### config.mk
export PLATFORM = sky130hd
export DESIGN_NAME = vending_controller_flat
export DESIGN_NICKNAME = d
export VERILOG_FILES = /design/src/rtl/vending_controller_if.sv /design/src/rtl/vending_controller.sv /design/src/flat_wrapper.sv
export SDC_FILE = /design/constraint.sdc
export NUM_CORES = 1
export LEC_CHECK = 0
export BUFFER_PORTS_ARGS = -buffer_cell sky130_fd_sc_hd__buf_2
export CAP_MARGIN = 20
export CORE_UTILIZATION = 50
export DETAILED_ROUTE_END_ITERATION = 8
export PLACE_DENSITY = 0.77
export SLEW_MARGIN = 10
export SYNTH_ARGS = -nofsm -noshare
export SYNTH_HDL_FRONTEND = slang
export SYNTH_SLANG_ARGS = --single-unit
export TNS_END_PERCENT = 5
### constraint.sdc
create_clock -name clk -period 8.75 [get_ports clk]
set_input_delay 0.875 -clock clk [delete_from_list [all_inputs] [get_ports clk]]
set_output_delay 0.875 -clock clk [all_outputs]
set_load 0.01 [all_outputs]
### src/rtl/vending_controller_if.sv
// vending_controller_if: bundles the vending controller's panel, sensor and solenoid signals.
// Ports (signals):
//   coin_valid, coin[4:0]      - coin acceptor: strobe and one-hot coin code
//   item_select, vend_req      - item panel: one-hot choice and purchase strobe
//   cancel                     - refund request
//   item_avail, bank_avail     - inventory and change-bank sensors
//   credit                     - current credit in nickels
//   dispense_item, change_coin - one-cycle solenoid pulses
//   coin_reject, vend_deny, change_short, busy - status flags
// The controller uses the slave modport; the environment drives through master.
interface vending_controller_if #(
    parameter int NUM_ITEMS = 6,
    parameter int CREDIT_W  = 8
);
    logic                 coin_valid;
    logic [4:0]           coin;
    logic [NUM_ITEMS-1:0] item_select;
    logic                 vend_req;
    logic                 cancel;
    logic [NUM_ITEMS-1:0] item_avail;
    logic [4:0]           bank_avail;
    logic [CREDIT_W-1:0]  credit;
    logic [NUM_ITEMS-1:0] dispense_item;
    logic [4:0]           change_coin;
    logic                 coin_reject;
    logic                 vend_deny;
    logic                 change_short;
    logic                 busy;

    modport master (
        output coin_valid, coin, item_select, vend_req, cancel, item_avail, bank_avail,
        input  credit, dispense_item, change_coin, coin_reject, vend_deny, change_short, busy
    );

    modport slave (
        input  coin_valid, coin, item_select, vend_req, cancel, item_avail, bank_avail,
        output credit, dispense_item, change_coin, coin_reject, vend_deny, change_short, busy
    );
endinterface

### src/rtl/vending_controller.sv
// vending_controller: coin credit, fixed-price vend and greedy change/refund dispenser.
// Ports:
//   clk   - rising-edge clock
//   reset - synchronous, active-low
//   bus   - vending_controller_if.slave carrying all panel, sensor and solenoid signals
module vending_controller #(
    parameter int NUM_ITEMS  = 6,
    parameter int PRICE      = 30,
    parameter int MAX_CREDIT = 40,
    parameter int CREDIT_W   = 8
) (
    input logic                  clk,
    input logic                  reset,
    vending_controller_if.slave  bus
);
    typedef enum logic [1:0] {IDLE, VEND, CHANGE, REFUND} state_t;

    state_t               r_state;
    logic [CREDIT_W-1:0]  r_credit;
    logic [NUM_ITEMS-1:0] r_dispense;
    logic [4:0]           r_change;
    logic                 r_reject;
    logic                 r_deny;
    logic                 r_short;
    logic                 r_busy;

    logic [CREDIT_W-1:0]  w_base;
    logic [CREDIT_W-1:0]  w_rem;
    logic [4:0]           w_fit;
    logic [4:0]           w_pick;
    logic                 w_coin_ok;
    logic                 w_vend_ok;
    state_t               w_keep;

    function automatic logic [CREDIT_W-1:0] f_val(input logic [4:0] c);
        return c[4] ? CREDIT_W'(20) : c[3] ? CREDIT_W'(10) : c[2] ? CREDIT_W'(5) :
               c[1] ? CREDIT_W'(2)  : c[0] ? CREDIT_W'(1)  : '0;
    endfunction

    // The VEND cycle feeds the change engine with the post-price remainder so the
    // first change coin lands on the cycle right after the dispense pulse.
    always_comb begin
        w_base = (r_state == VEND) ? r_credit - CREDIT_W'(PRICE) : r_credit;
        for (int i = 0; i < 5; i++)
            w_fit[i] = bus.bank_avail[i] && (w_base >= f_val(5'(1 << i)));
        w_pick = w_fit[4] ? 5'b10000 : w_fit[3] ? 5'b01000 : w_fit[2] ? 5'b00100 :
                 w_fit[1] ? 5'b00010 : w_fit[0] ? 5'b00001 : 5'b00000;
        w_rem  = w_base - f_val(w_pick);
        w_coin_ok = $onehot(bus.coin) &&
                    ({1'b0, r_credit} + {1'b0, f_val(bus.coin)} <= (CREDIT_W+1)'(MAX_CREDIT));
        w_vend_ok = $onehot(bus.item_select) && (|(bus.item_select & bus.item_avail)) &&
                    (r_credit >= CREDIT_W'(PRICE));
        w_keep = (r_state == VEND || r_state == CHANGE) ? CHANGE : REFUND;
    end

    always_ff @(posedge clk) begin
        if (!reset) begin
            r_state    <= IDLE;
            r_credit   <= '0;
            r_dispense <= '0;
            r_change   <= '0;
            r_reject   <= 1'b0;
            r_deny     <= 1'b0;
            r_short    <= 1'b0;
            r_busy     <= 1'b0;
        end else begin
            r_dispense <= '0;
            r_change   <= '0;
            r_reject   <= 1'b0;
            r_deny     <= 1'b0;
            r_short    <= 1'b0;
            if (r_state == IDLE && !(bus.cancel && r_credit != '0)) begin
                if (bus.vend_req && w_vend_ok) begin
                    r_dispense <= bus.item_select;
                    r_state    <= VEND;
                    r_busy     <= 1'b1;
                    r_reject   <= bus.coin_valid;
                end else begin
                    // A denied vend still lets a same-cycle coin through.
                    r_deny <= bus.vend_req;
                    if (bus.coin_valid) begin
                        if (w_coin_ok)
                            r_credit <= r_credit + f_val(bus.coin);
                        else
                            r_reject <= 1'b1;
                    end
                end
            end else begin
                // Accepted cancel or any busy state: run one step of the greedy engine.
                r_reject <= bus.coin_valid;
                if (w_base == '0) begin
                    r_credit <= '0;
                    r_state  <= IDLE;
                    r_busy   <= 1'b0;
                end else if (|w_pick) begin
                    r_change <= w_pick;
                    r_credit <= w_rem;
                    r_state  <= w_keep;
                    r_busy   <= 1'b1;
                end else begin
                    r_short  <= 1'b1;
                    r_credit <= w_base;
                    r_state  <= IDLE;
                    r_busy   <= 1'b0;
                end
            end
        end
    end

    assign bus.credit        = r_credit;
    assign bus.dispense_item = r_dispense;
    assign bus.change_coin   = r_change;
    assign bus.coin_reject   = r_reject;
    assign bus.vend_deny     = r_deny;
    assign bus.change_short  = r_short;
    assign bus.busy          = r_busy;
endmodule
### src/flat_wrapper.sv
// flat-port wrapper written by rule: the top's interface ports become plain ports
module vending_controller_flat 
#(
    parameter int NUM_ITEMS  = 6,
    parameter int PRICE      = 30,
    parameter int MAX_CREDIT = 40,
    parameter int CREDIT_W   = 8
)
  (clk, reset, bus_coin_valid, bus_coin, bus_item_select, bus_vend_req, bus_cancel, bus_item_avail, bus_bank_avail, bus_credit, bus_dispense_item, bus_change_coin, bus_coin_reject, bus_vend_deny, bus_change_short, bus_busy);
  vending_controller_if #(.NUM_ITEMS(NUM_ITEMS), .CREDIT_W(CREDIT_W)) bus_i ();
  input logic clk;
  input logic reset;
  input wire logic [$bits(bus_i.coin_valid)-1:0] bus_coin_valid;
  input wire logic [$bits(bus_i.coin)-1:0] bus_coin;
  input wire logic [$bits(bus_i.item_select)-1:0] bus_item_select;
  input wire logic [$bits(bus_i.vend_req)-1:0] bus_vend_req;
  input wire logic [$bits(bus_i.cancel)-1:0] bus_cancel;
  input wire logic [$bits(bus_i.item_avail)-1:0] bus_item_avail;
  input wire logic [$bits(bus_i.bank_avail)-1:0] bus_bank_avail;
  output wire logic [$bits(bus_i.credit)-1:0] bus_credit;
  output wire logic [$bits(bus_i.dispense_item)-1:0] bus_dispense_item;
  output wire logic [$bits(bus_i.change_coin)-1:0] bus_change_coin;
  output wire logic [$bits(bus_i.coin_reject)-1:0] bus_coin_reject;
  output wire logic [$bits(bus_i.vend_deny)-1:0] bus_vend_deny;
  output wire logic [$bits(bus_i.change_short)-1:0] bus_change_short;
  output wire logic [$bits(bus_i.busy)-1:0] bus_busy;
  assign bus_i.coin_valid = bus_coin_valid;
  assign bus_i.coin = bus_coin;
  assign bus_i.item_select = bus_item_select;
  assign bus_i.vend_req = bus_vend_req;
  assign bus_i.cancel = bus_cancel;
  assign bus_i.item_avail = bus_item_avail;
  assign bus_i.bank_avail = bus_bank_avail;
  assign bus_credit = bus_i.credit;
  assign bus_dispense_item = bus_i.dispense_item;
  assign bus_change_coin = bus_i.change_coin;
  assign bus_coin_reject = bus_i.coin_reject;
  assign bus_vend_deny = bus_i.vend_deny;
  assign bus_change_short = bus_i.change_short;
  assign bus_busy = bus_i.busy;
  vending_controller #(.NUM_ITEMS(NUM_ITEMS), .PRICE(PRICE), .MAX_CREDIT(MAX_CREDIT), .CREDIT_W(CREDIT_W)) u_core (.clk(clk), .reset(reset), .bus(bus_i));
endmodule
==> out/metrics.cfg <==
[sta]
min_period_over_period_pct = 54.5
holdWs_ns = 0.498
finalSetupTns_ns = 0
rsz0062_at_grt = no
worst_pin_slew_ns = 0.705
fmax_mhz = 210
final-hold-violation-count = 0
worst_slack_ns = 3.98
final.setup_skew_ns = 0.00252
relSlewSlack_pct = 52.9
min_period_ns = 4.77
setup_viol = 0
drv_slew = 0

[clock_tree]
clk_latency_ns = 0.28
cts_made_buffers = 3
cts_tree = done
path_clk_slew_ns = 0.10
h-tree-depth = 1
cts_resized = 0
cts_hold_repair.buffers = 0
clk_path_buf_depth = 2
postCtsSetupBuffers = 0
clock-sinks = 25
clockRootBuffer = clkbuf_8

[grt]
grt_usage_pct = 24.4
grt_pass1_wl_mm = 9.36
grt_pass1_vias = 2008
grt.overflow.total = 0
grt_start_max_net_pins = 17
antenna_found_initial = 0

[layout]
finalNetCount = 375
final_common_cell = buf_2
drive_gt1_share_pct = 22.2
most-common-layout-cells = buf_2 (49), inv_1 (28), dfxtp_1 (25), nor2_1 (23), ha_1 (21)
n_antenna_cell = 0
num-fill-cells = 395
stdcell_area_mm2 = 0.00259
syn_to_final_growth_pct = 13.9

[drt]
dr.max_layer_used = met4
wl_met1_mm = 2.61
via_per_inst = 5.80
wl_met3_um = 345
dr.pass1.iters = 5
via_count = 2157
routedWlPerCell_um = 15.2
drt-total-wl_mm = 5.66
drc_errors = 0
wl_met2_mm = 2.59
drt-initial-drc-count = 150
ant_nets = 0

[yosys]
netlist_area_mm2 = 0.00227
ys_ff_latch = 25
ys_top_cells_by_area = dfxtp_1 (22%), ha_1 (12%), fa_1 (5.3%), inv_1 (4.6%), nor2_1 (3.8%)
ys_warn_count = 0
synth_ff_type = dfxtp_1
synthesis.nets = 331
yosysTopAreaCellShare_pct = 22.1
avgSynthCellArea_um2 = 8.19
synth_area_leader_cell = dfxtp_1
postSynthCellCount = 277
netlist-cell-type-count = 61
yosysSeqAreaShare_pct = 22.1
synth_edf_count = 0
synthArstFlopShare_pct = 0

[floorplanning]
dieArea_mm2 = 0.00481
die-width_um = 69.4
core.rowCount = 24
die_y_um = 69.4
core_area_mm2 = 0.00435
start_util_pct = 52.1
io-pin-count = 50

[setup_path]
crit_arrival_ns = 4.96
max_stage_delay_ns = 0.69
r2r-end = u_core.bus.credit[6]$_SDFFE_PN0P_
slowest_stage = dfxtp_1
cp-startpoint = u_core.bus.credit[1]$_SDFFE_PN0P_
r2r_cells = 19
path_class = reg -> reg
path_cells = ha_1, and2_1, nor3_1, nor3b_2, nor4_2, nor2b_1, nand2_1, a21oi_1, ha_1, inv_1, fa_1, a21o_1, a21oi_1, nor2b_1, nor3_1, o21ai_2, xnor2_1, or3_1, o311ai_1
end_kind = register
worst-path-max-fanout = 14
crit_path_end = u_core.bus.credit[6]$_SDFFE_PN0P_
worst-r2r-setup-slack_ns = 3.98
crit_required_ns = 8.95
startpoint_type = register
r2r-start = u_core.bus.credit[1]$_SDFFE_PN0P_

[run]
max_cap_viol_count = 0

[pwr]
power_leakage_nw = 1.18
ir_worst_vdd_uv = 146
power.total_mw = 0.922
power_density_mw_per_mm2 = 357

[placement]
placed_cell_area_mm2 = 0.00254
io_buffers = 49
hpwl_mm = 4.40
globalplace.congestion = 0.952
post-place-ws_ns = 4.10

[run_status]
status = completed

[hold_path]
hold_path.class = reg -> reg

-- power breakdown --
group	leakage [nW]	internal, mW	switching, mW
clock	0.0261	0.0336	0.0439
sequential	0.205	0.140	0.0450
combinational	0.952	0.272	0.388
-- worst min path at each step --
stage | from | end | slack (ns) | depth (start not counted)
after CTS | u_core.r_state[1]$_SDFFE_PN0P_ | u_core.r_state[1]$_SDFFE_PN0P_ | 0.51 | 2
final | u_core.r_state[1]$_SDFFE_PN0P_ | u_core.r_state[1]$_SDFFE_PN0P_ | 0.50 | 2
after detailed placement | u_core.r_state[1]$_SDFFE_PN0P_ | u_core.r_state[1]$_SDFFE_PN0P_ | 0.48 | 2
after global routing | u_core.r_state[0]$_SDFFE_PN0P_ | u_core.r_state[0]$_SDFFE_PN0P_ | 0.54 | 2
after floorplan | u_core.r_state[1]$_SDFFE_PN0P_ | u_core.r_state[1]$_SDFFE_PN0P_ | 0.46 | 2
after global placement | u_core.r_state[1]$_SDFFE_PN0P_ | u_core.r_state[1]$_SDFFE_PN0P_ | 0.47 | 2
-- registers in the layout, summed over array words and instances, names as in the netlist --
signal and cells:
u_core.r_state 2, u_core.bus.change_short 1, u_core.bus.busy 1, u_core.bus.dispense_item 6
u_core.bus.change_coin 5, u_core.bus.coin_reject 1, u_core.bus.credit 8, u_core.bus.vend_deny 1
-- cell type report --
| class | instances | area, um2 | share of cell area (%) |
|---|---|---|---|
| Tap cell | 52 | 65.1 | 2.52 |
| Clock buffer | 3 | 41.3 | 1.60 |
| Clock inverter | 1 | 8.76 | 0.339 |
| Multi-Input combinational cell | 213 | 1610 | 62.4 |
| Inverter | 28 | 105 | 4.06 |
| Timing Repair Buffer | 50 | 253 | 9.77 |
| Sequential cell | 25 | 500 | 19.4 |
-- per-stage QoR --
stage	std cells	utilization, %
finish	372	59.4
global route	372	59.4
CTS	372	59.4
detailed placement	368	58.2
global placement	368	58.2
floorplan	277	-
-- kinds of logic after synthesis --
logic type | synth area share (%)
AO/OA/AOI/OAI | 25.5
XOR/XNOR | 4.96
adder cells (fa/ha/maj) | 16.9
buffers and inverters | 6.89
flip-flops | 22.1
AND/OR/NAND/NOR | 23.7
-- metal layers --
layer,track usage (%),up-vias
met5,0,-
met4,11.1,0
met3,2.18,11
met2,38.5,81
met1,33.6,988
li1,-,1077
-- Yosys cell counts, types with 4 or more instances --
| library cell | number |
|---|---|
| inv_1 | 28 |
| dfxtp_1 | 25 |
| nor2_1 | 23 |
| ha_1 | 21 |
| nand2_1 | 19 |
| a21oi_1 | 15 |
| o21ai_0 | 13 |
| and2_1 | 10 |
| nor3_1 | 10 |
| xnor2_1 | 7 |
| fa_1 | 6 |
| clkbuf_1 | 5 |
| nand3_1 | 5 |
| a22oi_1 | 4 |
| buf_2 | 4 |
| nor2b_1 | 4 |
| nor4_1 | 4 |
| xor2_1 | 4 |
-- worst max-delay path, delay by kind of cell (launching register included) --
family | cells | cell delay (ns)
fa+ha+maj | 3 | 0.91
compound gates | 5 | 0.77
xor+xnor | 1 | 0.16
buf+inv | 1 | 0.06
flops | 1 | 0.69
simple gates | 9 | 2.09
(Power assumes the default switching activity.)
